==> config.mk <==
export PLATFORM = sky130hd
export DESIGN_NAME = twiddle_mult_pipe_flat
export DESIGN_NICKNAME = d
export VERILOG_FILES = /design/src/rtl/twiddle_mult_if.sv /design/src/rtl/twiddle_mult_pipe.sv /design/src/flat_wrapper.sv
export SDC_FILE = /design/constraint.sdc
export NUM_CORES = 2
export LEC_CHECK = 0
export ABC_AREA = 1
export CAP_MARGIN = 20
export CORE_ASPECT_RATIO = 1.2
export CORE_MARGIN = 2
export CORE_UTILIZATION = 45
export DETAILED_ROUTE_END_ITERATION = 10
export GPL_TIMING_DRIVEN = 0
export PLACE_DENSITY = 0.69
export SLEW_MARGIN = 0
export SYNTH_ARGS = -nofsm -noshare
export SYNTH_HDL_FRONTEND = slang
export SYNTH_SLANG_ARGS = --single-unit
export TNS_END_PERCENT = 1
==> constraint.sdc <==
create_clock -name clk -period 7.21 [get_ports clk]
set_input_delay 1.0815 -clock clk [delete_from_list [all_inputs] [get_ports clk]]
set_output_delay 1.0815 -clock clk [all_outputs]
set_load 0.01 [all_outputs]
==> src/rtl/twiddle_mult_if.sv <==
// twiddle_mult_if
//   Handshake and data bundle for the twiddle-factor complex multiplier.
//   master : upstream/downstream side (drives samples, out_ready, ovf_clr)
//   slave  : the multiplier (drives in_ready, results and the overflow flag)
//   Signals:
//     in_valid/in_ready          input sample handshake
//     data_r/data_i              data sample, MULT_WIDTH signed
//     twdl_r/twdl_i              twiddle factor, TWIDDLE_WIDTH signed
//     conj, gain, round_en       per-sample controls
//     out_valid/out_ready        output sample handshake
//     out_r/out_i                result, OUTPUT_WIDTH signed
//     ovf, ovf_clr               sticky overflow flag and its clear
`timescale 1ns/1ps
interface twiddle_mult_if #(
  parameter int MULT_WIDTH    = 16,
  parameter int TWIDDLE_WIDTH = 16,
  parameter int OUTPUT_WIDTH  = 16
);
  logic                     in_valid;
  logic                     in_ready;
  logic [MULT_WIDTH-1:0]    data_r;
  logic [MULT_WIDTH-1:0]    data_i;
  logic [TWIDDLE_WIDTH-1:0] twdl_r;
  logic [TWIDDLE_WIDTH-1:0] twdl_i;
  logic                     conj;
  logic                     gain;
  logic                     round_en;
  logic                     out_valid;
  logic                     out_ready;
  logic [OUTPUT_WIDTH-1:0]  out_r;
  logic [OUTPUT_WIDTH-1:0]  out_i;
  logic                     ovf;
  logic                     ovf_clr;

  modport master (
    output in_valid, data_r, data_i, twdl_r, twdl_i, conj, gain, round_en,
           out_ready, ovf_clr,
    input  in_ready, out_valid, out_r, out_i, ovf
  );

  modport slave (
    input  in_valid, data_r, data_i, twdl_r, twdl_i, conj, gain, round_en,
           out_ready, ovf_clr,
    output in_ready, out_valid, out_r, out_i, ovf
  );
endinterface

==> src/rtl/twiddle_mult_pipe.sv <==
// twiddle_mult_pipe
//   Pipelined twiddle-factor complex multiplier for the FFT butterfly datapath.
//   out = data * twdl, or data * conj(twdl) when conj is set, with optional x2
//   gain, truncate or round-half-up, and a sticky overflow flag.
//   Ports:
//     clk    rising-edge clock
//     rst_n  synchronous reset, active low
//     bus    twiddle_mult_if.slave (sample handshake, controls, results, ovf)
//   Build option:
//     TWIDDLE_MULT_SAT_EN  defined: overflowing lanes saturate to the signed
//                          output range; undefined: overflowing lanes wrap.
//                          ovf is flagged in both builds.
//   Pipeline (PIPE_STAGES registers, 3..6):
//     stage 1  input samples and controls
//     stage 2  four partial products
//     stage 3  sum/difference, round, slice, overflow detect
//     4..N     plain delay
`timescale 1ns/1ps
module twiddle_mult_pipe #(
  parameter int MULT_WIDTH    = 16,
  parameter int TWIDDLE_WIDTH = 16,
  parameter int OUTPUT_WIDTH  = 16,
  parameter int PIPE_STAGES   = 3
) (
  input  logic            clk,
  input  logic            rst_n,
  twiddle_mult_if.slave   bus
);

  localparam int MW = MULT_WIDTH;
  localparam int TW = TWIDDLE_WIDTH;
  localparam int OW = OUTPUT_WIDTH;
  localparam int PS = PIPE_STAGES;
  localparam int PW = MW + TW + 1;          // full-precision sum width

  // Slice windows for gain=0 (index 0) and gain=1 (index 1).
  localparam int H0 = MW + TW - 1;
  localparam int L0 = H0 - OW + 1;
  localparam int H1 = H0 - 1;
  localparam int L1 = H1 - OW + 1;

  // Half-LSB of the selected window; zero when the window starts at bit 0.
  localparam logic [PW-1:0] RND0 =
    (L0 > 0) ? (PW'(1) << ((L0 > 0) ? (L0 - 1) : 0)) : '0;
  localparam logic [PW-1:0] RND1 =
    (L1 > 0) ? (PW'(1) << ((L1 > 0) ? (L1 - 1) : 0)) : '0;

  localparam logic [OW-1:0] OMAX = {1'b0, {(OW-1){1'b1}}};
  localparam logic [OW-1:0] OMIN = {1'b1, {(OW-1){1'b0}}};

  typedef struct packed {
    logic          ovf;
    logic [OW-1:0] q;
  } lane_t;

  // Round, slice and overflow-check one lane. Overflow means the rounded sum
  // does not fit the signed range whose sign bit is the top of the window.
  function automatic lane_t proc_lane(input logic signed [PW-1:0] p,
                                      input logic g,
                                      input logic rnd);
    logic signed [PW-1:0] pr;
    lane_t                res;
    pr      = p;
    res.ovf = 1'b0;
    res.q   = '0;
    if (g) begin
      if (rnd) pr = pr + RND1;
      res.q   = pr[H1:L1];
      res.ovf = !((&pr[PW-1:H1]) || !(|pr[PW-1:H1]));
    end else begin
      if (rnd) pr = pr + RND0;
      res.q   = pr[H0:L0];
      res.ovf = !((&pr[PW-1:H0]) || !(|pr[PW-1:H0]));
    end
`ifdef TWIDDLE_MULT_SAT_EN
    if (res.ovf) res.q = pr[PW-1] ? OMIN : OMAX;
`endif
    return res;
  endfunction

  // Whole pipe advances together; a stall freezes every stage.
  logic adv;

  // Stage 1
  logic                 s1_v;
  logic signed [MW-1:0] s1_ar, s1_ai;
  logic signed [TW-1:0] s1_br, s1_bi;
  logic                 s1_conj, s1_gain, s1_rnd;

  // Stage 2
  logic                 s2_v;
  logic signed [PW-1:0] pp_rr, pp_ii, pp_ri, pp_ir;
  logic                 s2_gain, s2_rnd;

  // Stage 3 .. PS
  logic                 d_v   [3:PS];
  logic [OW-1:0]        d_r   [3:PS];
  logic [OW-1:0]        d_i   [3:PS];
  logic                 d_ovf [3:PS];

  logic                 ovf_q;

  // Sign-extended operands; the twiddle imaginary part is negated in full
  // width so conj never wraps.
  logic signed [PW-1:0] ar_x, ai_x, br_x, bi_x;
  logic signed [PW-1:0] p_r, p_i;
  lane_t                lane_r, lane_i;

  assign adv          = bus.out_ready | ~bus.out_valid;
  assign bus.in_ready = adv;

  always_comb begin
    ar_x = {{(PW-MW){s1_ar[MW-1]}}, s1_ar};
    ai_x = {{(PW-MW){s1_ai[MW-1]}}, s1_ai};
    br_x = {{(PW-TW){s1_br[TW-1]}}, s1_br};
    bi_x = {{(PW-TW){s1_bi[TW-1]}}, s1_bi};
    if (s1_conj) bi_x = -bi_x;
  end

  always_comb begin
    p_r    = pp_rr - pp_ii;
    p_i    = pp_ri + pp_ir;
    lane_r = proc_lane(p_r, s2_gain, s2_rnd);
    lane_i = proc_lane(p_i, s2_gain, s2_rnd);
  end

  always_ff @(posedge clk) begin
    if (!rst_n) begin
      s1_v    <= 1'b0;
      s1_ar   <= '0;
      s1_ai   <= '0;
      s1_br   <= '0;
      s1_bi   <= '0;
      s1_conj <= 1'b0;
      s1_gain <= 1'b0;
      s1_rnd  <= 1'b0;
    end else if (adv) begin
      s1_v    <= bus.in_valid;
      s1_ar   <= bus.data_r;
      s1_ai   <= bus.data_i;
      s1_br   <= bus.twdl_r;
      s1_bi   <= bus.twdl_i;
      s1_conj <= bus.conj;
      s1_gain <= bus.gain;
      s1_rnd  <= bus.round_en;
    end
  end

  always_ff @(posedge clk) begin
    if (!rst_n) begin
      s2_v    <= 1'b0;
      pp_rr   <= '0;
      pp_ii   <= '0;
      pp_ri   <= '0;
      pp_ir   <= '0;
      s2_gain <= 1'b0;
      s2_rnd  <= 1'b0;
    end else if (adv) begin
      s2_v    <= s1_v;
      pp_rr   <= ar_x * br_x;
      pp_ii   <= ai_x * bi_x;
      pp_ri   <= ar_x * bi_x;
      pp_ir   <= ai_x * br_x;
      s2_gain <= s1_gain;
      s2_rnd  <= s1_rnd;
    end
  end

  always_ff @(posedge clk) begin
    if (!rst_n) begin
      for (int k = 3; k <= PS; k++) begin
        d_v[k]   <= 1'b0;
        d_r[k]   <= '0;
        d_i[k]   <= '0;
        d_ovf[k] <= 1'b0;
      end
    end else if (adv) begin
      d_v[3]   <= s2_v;
      d_r[3]   <= lane_r.q;
      d_i[3]   <= lane_i.q;
      d_ovf[3] <= lane_r.ovf | lane_i.ovf;
      for (int k = 4; k <= PS; k++) begin
        d_v[k]   <= d_v[k-1];
        d_r[k]   <= d_r[k-1];
        d_i[k]   <= d_i[k-1];
        d_ovf[k] <= d_ovf[k-1];
      end
    end
  end

  // Flag is raised when an overflowing sample leaves the block; a set in the
  // same cycle as ovf_clr takes priority.
  always_ff @(posedge clk) begin
    if (!rst_n) begin
      ovf_q <= 1'b0;
    end else if (bus.out_valid && bus.out_ready && d_ovf[PS]) begin
      ovf_q <= 1'b1;
    end else if (bus.ovf_clr) begin
      ovf_q <= 1'b0;
    end
  end

  assign bus.out_valid = d_v[PS];
  assign bus.out_r     = d_r[PS];
  assign bus.out_i     = d_i[PS];
  assign bus.ovf       = ovf_q;

endmodule

==> src/flat_wrapper.sv <==
// flat-port wrapper written by rule: the top's interface ports become plain ports
module twiddle_mult_pipe_flat 
#(
  parameter int MULT_WIDTH    = 16,
  parameter int TWIDDLE_WIDTH = 16,
  parameter int OUTPUT_WIDTH  = 16,
  parameter int PIPE_STAGES   = 3
)
  (clk, rst_n, bus_in_valid, bus_data_r, bus_data_i, bus_twdl_r, bus_twdl_i, bus_conj, bus_gain, bus_round_en, bus_out_ready, bus_ovf_clr, bus_in_ready, bus_out_valid, bus_out_r, bus_out_i, bus_ovf);
  twiddle_mult_if #(.MULT_WIDTH(MULT_WIDTH), .TWIDDLE_WIDTH(TWIDDLE_WIDTH), .OUTPUT_WIDTH(OUTPUT_WIDTH)) bus_i ();
  input  logic clk;
  input  logic rst_n;
  input wire logic [$bits(bus_i.in_valid)-1:0] bus_in_valid;
  input wire logic [$bits(bus_i.data_r)-1:0] bus_data_r;
  input wire logic [$bits(bus_i.data_i)-1:0] bus_data_i;
  input wire logic [$bits(bus_i.twdl_r)-1:0] bus_twdl_r;
  input wire logic [$bits(bus_i.twdl_i)-1:0] bus_twdl_i;
  input wire logic [$bits(bus_i.conj)-1:0] bus_conj;
  input wire logic [$bits(bus_i.gain)-1:0] bus_gain;
  input wire logic [$bits(bus_i.round_en)-1:0] bus_round_en;
  input wire logic [$bits(bus_i.out_ready)-1:0] bus_out_ready;
  input wire logic [$bits(bus_i.ovf_clr)-1:0] bus_ovf_clr;
  output wire logic [$bits(bus_i.in_ready)-1:0] bus_in_ready;
  output wire logic [$bits(bus_i.out_valid)-1:0] bus_out_valid;
  output wire logic [$bits(bus_i.out_r)-1:0] bus_out_r;
  output wire logic [$bits(bus_i.out_i)-1:0] bus_out_i;
  output wire logic [$bits(bus_i.ovf)-1:0] bus_ovf;
  assign bus_i.in_valid = bus_in_valid;
  assign bus_i.data_r = bus_data_r;
  assign bus_i.data_i = bus_data_i;
  assign bus_i.twdl_r = bus_twdl_r;
  assign bus_i.twdl_i = bus_twdl_i;
  assign bus_i.conj = bus_conj;
  assign bus_i.gain = bus_gain;
  assign bus_i.round_en = bus_round_en;
  assign bus_i.out_ready = bus_out_ready;
  assign bus_i.ovf_clr = bus_ovf_clr;
  assign bus_in_ready = bus_i.in_ready;
  assign bus_out_valid = bus_i.out_valid;
  assign bus_out_r = bus_i.out_r;
  assign bus_out_i = bus_i.out_i;
  assign bus_ovf = bus_i.ovf;
  twiddle_mult_pipe #(.MULT_WIDTH(MULT_WIDTH), .TWIDDLE_WIDTH(TWIDDLE_WIDTH), .OUTPUT_WIDTH(OUTPUT_WIDTH), .PIPE_STAGES(PIPE_STAGES)) u_core (.clk(clk), .rst_n(rst_n), .bus(bus_i));
endmodule
==> run_results.csv <==
group,metric,value,unit
setup_path,r2r_slack,-0.07,ns
floorplanning,fp.dieW,335,um
clocking,numCtsBuffers,35,
finish,fillers,12755,
sta,worstMarginPinSlew,1.25,ns
power_and_ir_drop,powerDensity,345,nW/um2
placed_design,globalplace.congestion,1.07,
sta,hold_viol_final,0,
placed_design,placed_cells,9796,
finish,final_common_cell,"inv_1",
sta,finClkSkew,0.0670,ns
synthesis,muxShareOfSynthArea,0,%
synthesis,synth_compound_area_share,6.60,%
synthesis,synth_edf_count,34,
setup_path,arrival,7.87,ns
sta,drv_slew,0,
clocking,h-tree-depth,2,
sta,setup_viol,2,
floorplanning,fp.dieH,402,um
finish,area_growth_syn_to_layout,11.1,%
setup_path,critPathLaunchType,"flop",
finish,fin_util,50.5,%
setup_path,crit_type,"flop to flop",
finish,fin_cells,9890,
setup_path,crit_top_cell,"fa_1",
route,vias,52356,
min_path,hp-class,"flop to flop",
sta,rsz0062_at_grt,"true",
finish,drive_gt1_share,7.70,%
synthesis,yosysWarnings,0,
floorplanning,start_util,45.4,%
sta,finalWorstSetupSlack,-0.0652,ns
synthesis,yosys.cell_types.count,59,
global_routing,grt_pass1_vias,53232,
route,drcViolationCount,0,
route,routed_via_density,5.29,
setup_path,crit_slowest_cell,"fa_1",
run_status,violations,"setup timing",
sta,period_minus_slack,7.28,ns
clocking,cts.sinks,236,
sta,fin_crit_sh,101,%
power_and_ir_drop,p_leak,33.8,nW
global_routing,grt_overflow_total,0,
sta,maxSlewHeadroom,16.4,%
synthesis,synth_xor_area_share,0.897,%
finish,fin_nets,9826,
synthesis,synthArstFlopShare,0,%
finish,most-common-layout-cells,"inv_1, nand2_1, fa_1",
setup_path,critPathCaptureType,"flop",
clocking,cts_max_path_buffers,3,
floorplanning,core.rowCount,145,
synthesis,syn_inst,7978,
flow_run,maxCapViolations,0,
clocking,cts-root-buf,"clkbuf_16",
global_routing,grt_max_degree,38,
floorplanning,die_area,135000,um2
clocking,clkLatencyLatePin,0.66,ns
sta,whs,0.462,ns
setup_path,critPathMaxStageDelay,0.62,ns
floorplanning,coreArea,130000,um2
synthesis,ys_ff_latch,236,
placed_design,dp_hpwl,187,mm
synthesis,syn-mean-instance-area,7.43,um2
route,drtPass1Iterations,7,
synthesis,syn-num-nets,9631,
synthesis,ys_seq_area_share,8.54,%
synthesis,synth_fa_ha_area_share,48.1,%
run_status,run_status,"complete, but fails checks",
clocking,clk_pin_slew_worst_paths,0.08,ns
synthesis,synth_top_flop_cell,"dfxtp_1",
global_routing,grt_use_total,33.3,%
global_routing,grt_pass1_wl,329,mm
synthesis,synthSimpleGateAreaFrac,20.1,%
global_routing,antenna_found_initial,2,
power_and_ir_drop,ir_drop,366,uV
power_and_ir_drop,totalPowerFinal,22.7,mW
clocking,cts_tree,"yes",
route,ant_nets,0,
floorplanning,io_pins,107,
synthesis,syn-cell-area,59300,um2
sta,fmax,0.137,GHz
clocking,ctsHoldBuffers,0,
route,wl,221,mm
route,avgRoutedWirePerCell,22.3,um
setup_path,crit_fanout,10,
setup_path,cp.required,7.81,ns
synthesis,synth_top_family_by_area,"adder cells",
route,drt_iter0_drc,4668,
placed_design,portBuffers,106,
## state kept, by name (all words and copies together) (netlist names)
signal	flops
u_core.bus.ovf	1
u_core.d_i	16
u_core.d_ovf	1
u_core.d_r	16
u_core.d_v	1
u_core.pp_ii	33
u_core.pp_ir	32
u_core.pp_ri	33
u_core.pp_rr	32
u_core.s1_ai	16
u_core.s1_ar	16
u_core.s1_bi	16
u_core.s1_br	16
u_core.s1_conj	1
u_core.s1_gain	1
u_core.s1_rnd	1
u_core.s1_v	1
u_core.s2_gain	1
u_core.s2_rnd	1
u_core.s2_v	1
## power by group
| part | leakage (nW) | switching, mW | total, mW | internal [mW] |
|---|---|---|---|---|
| registers | 2.07 | 0.324 | 2.08 | 1.76 |
| logic | 31.1 | 12.2 | 18.7 | 6.51 |
| clock network | 0.560 | 0.867 | 1.88 | 1.02 |
| total | 33.8 | 13.4 | 22.7 | 9.28 |
## cells in the mapped netlist, types with 17 or more instances
cell type / n / area, um2
inv_1: 2129 / 7990
nand2_1: 1949 / 7320
fa_1: 1160 / 23200
nor2_1: 576 / 2160
ha_1: 421 / 5270
o21ai_0: 307 / 1540
clkbuf_1: 263 / 987
a21oi_1: 260 / 1300
dfxtp_1: 202 / 4040
nand3_1: 153 / 766
nand4_1: 45 / 282
nand2_2: 41 / 257
inv_2: 37 / 139
buf_1: 34 / 128
edfxtp_1: 34 / 1020
xnor2_1: 34 / 298
a22o_1: 26 / 228
nor2_2: 26 / 163
xor2_1: 23 / 201
o21ai_1: 21 / 105
o22ai_1: 21 / 131
nor3_1: 20 / 100
o211ai_1: 17 / 128
## final cells by class
class                           instances  area [um2]  share of cell area [%]
Timing Repair Buffer                  168        1740                    2.65
Antenna cell                            1        2.50                 0.00380
Clock inverter                         24         254                   0.386
Inverter                             2179        8230                    12.5
Clock buffer                           39         915                    1.39
Buffer                                292        1530                    2.33
Tap cell                             1690        2110                    3.21
Multi-Input combinational cell       5261       46000                    69.8
Sequential cell                       236        5070                    7.70
## final timing paths
path                    start                to  cells past startpoint
max           u_core.s1_bi[0]  u_core.pp_ri[31]                     33
min          u_core.pp_ri[28]  u_core.pp_ri[28]                      2
max reg2reg   u_core.s1_bi[0]  u_core.pp_ri[31]                     33
min reg2reg  u_core.pp_ri[28]  u_core.pp_ri[28]                      2
## metal layers
| metal | up-vias | share of wire (%) | track usage [%] |
|---|---|---|---|
| met5 | - | 0.012 | 0 |
| met1 | 25543 | 38 | 40.9 |
| met4 | 4 | 9.5 | 24.8 |
| met2 | 2518 | 43 | 50.7 |
| met3 | 637 | 9.8 | 8.05 |
| li1 | 23654 | - | - |
## per-stage QoR
stage               instance area, um2  setup slack [ns]  TNS, ns
finish                           65900           -0.0652  -0.0870
global route                     65900            -0.225    -3.92
CTS                              64700            -0.211    -1.46
detailed placement               62800             -1.92   -44.31
global placement                 62500             -1.84   -46.95
floorplan                        59300             0.587        0
## worst max-delay path, delay by kind of cell, from the launching register on
family | cells | cell delay (ns)
and+or+nand+nor | 10 | 1.22
DFF | 1 | 0.36
adders and majority gates | 8 | 3.45
AOI/OAI and AO/OA | 4 | 1.00
buffers and inverters | 11 | 1.15
## repair_timing
| item | 4_1_cts | 5_1_grt |
|---|---|---|
| resized for setup | 240 | 357 |
| pin swaps | 15 | 115 |
| endpoints found under the setup margin | 67 | 50 |
| buffers inserted | 8 | 30 |
## logic make-up (layout without fill, tap and decap cells)
| kind of cell | count (synthesis) | in the layout |
|---|---|---|
| AND/OR/NAND/NOR | 2910 | 2910 |
| flip-flops | 236 | 236 |
| buffers and inverters | 2481 | 2702 |
| adder cells (fa/ha/maj) | 1581 | 1581 |
| AO/OA/AOI/OAI | 711 | 711 |
| other | 0 | 1 |
| XOR/XNOR | 59 | 59 |
Note: power is estimated with default switching activity, not from simulation.
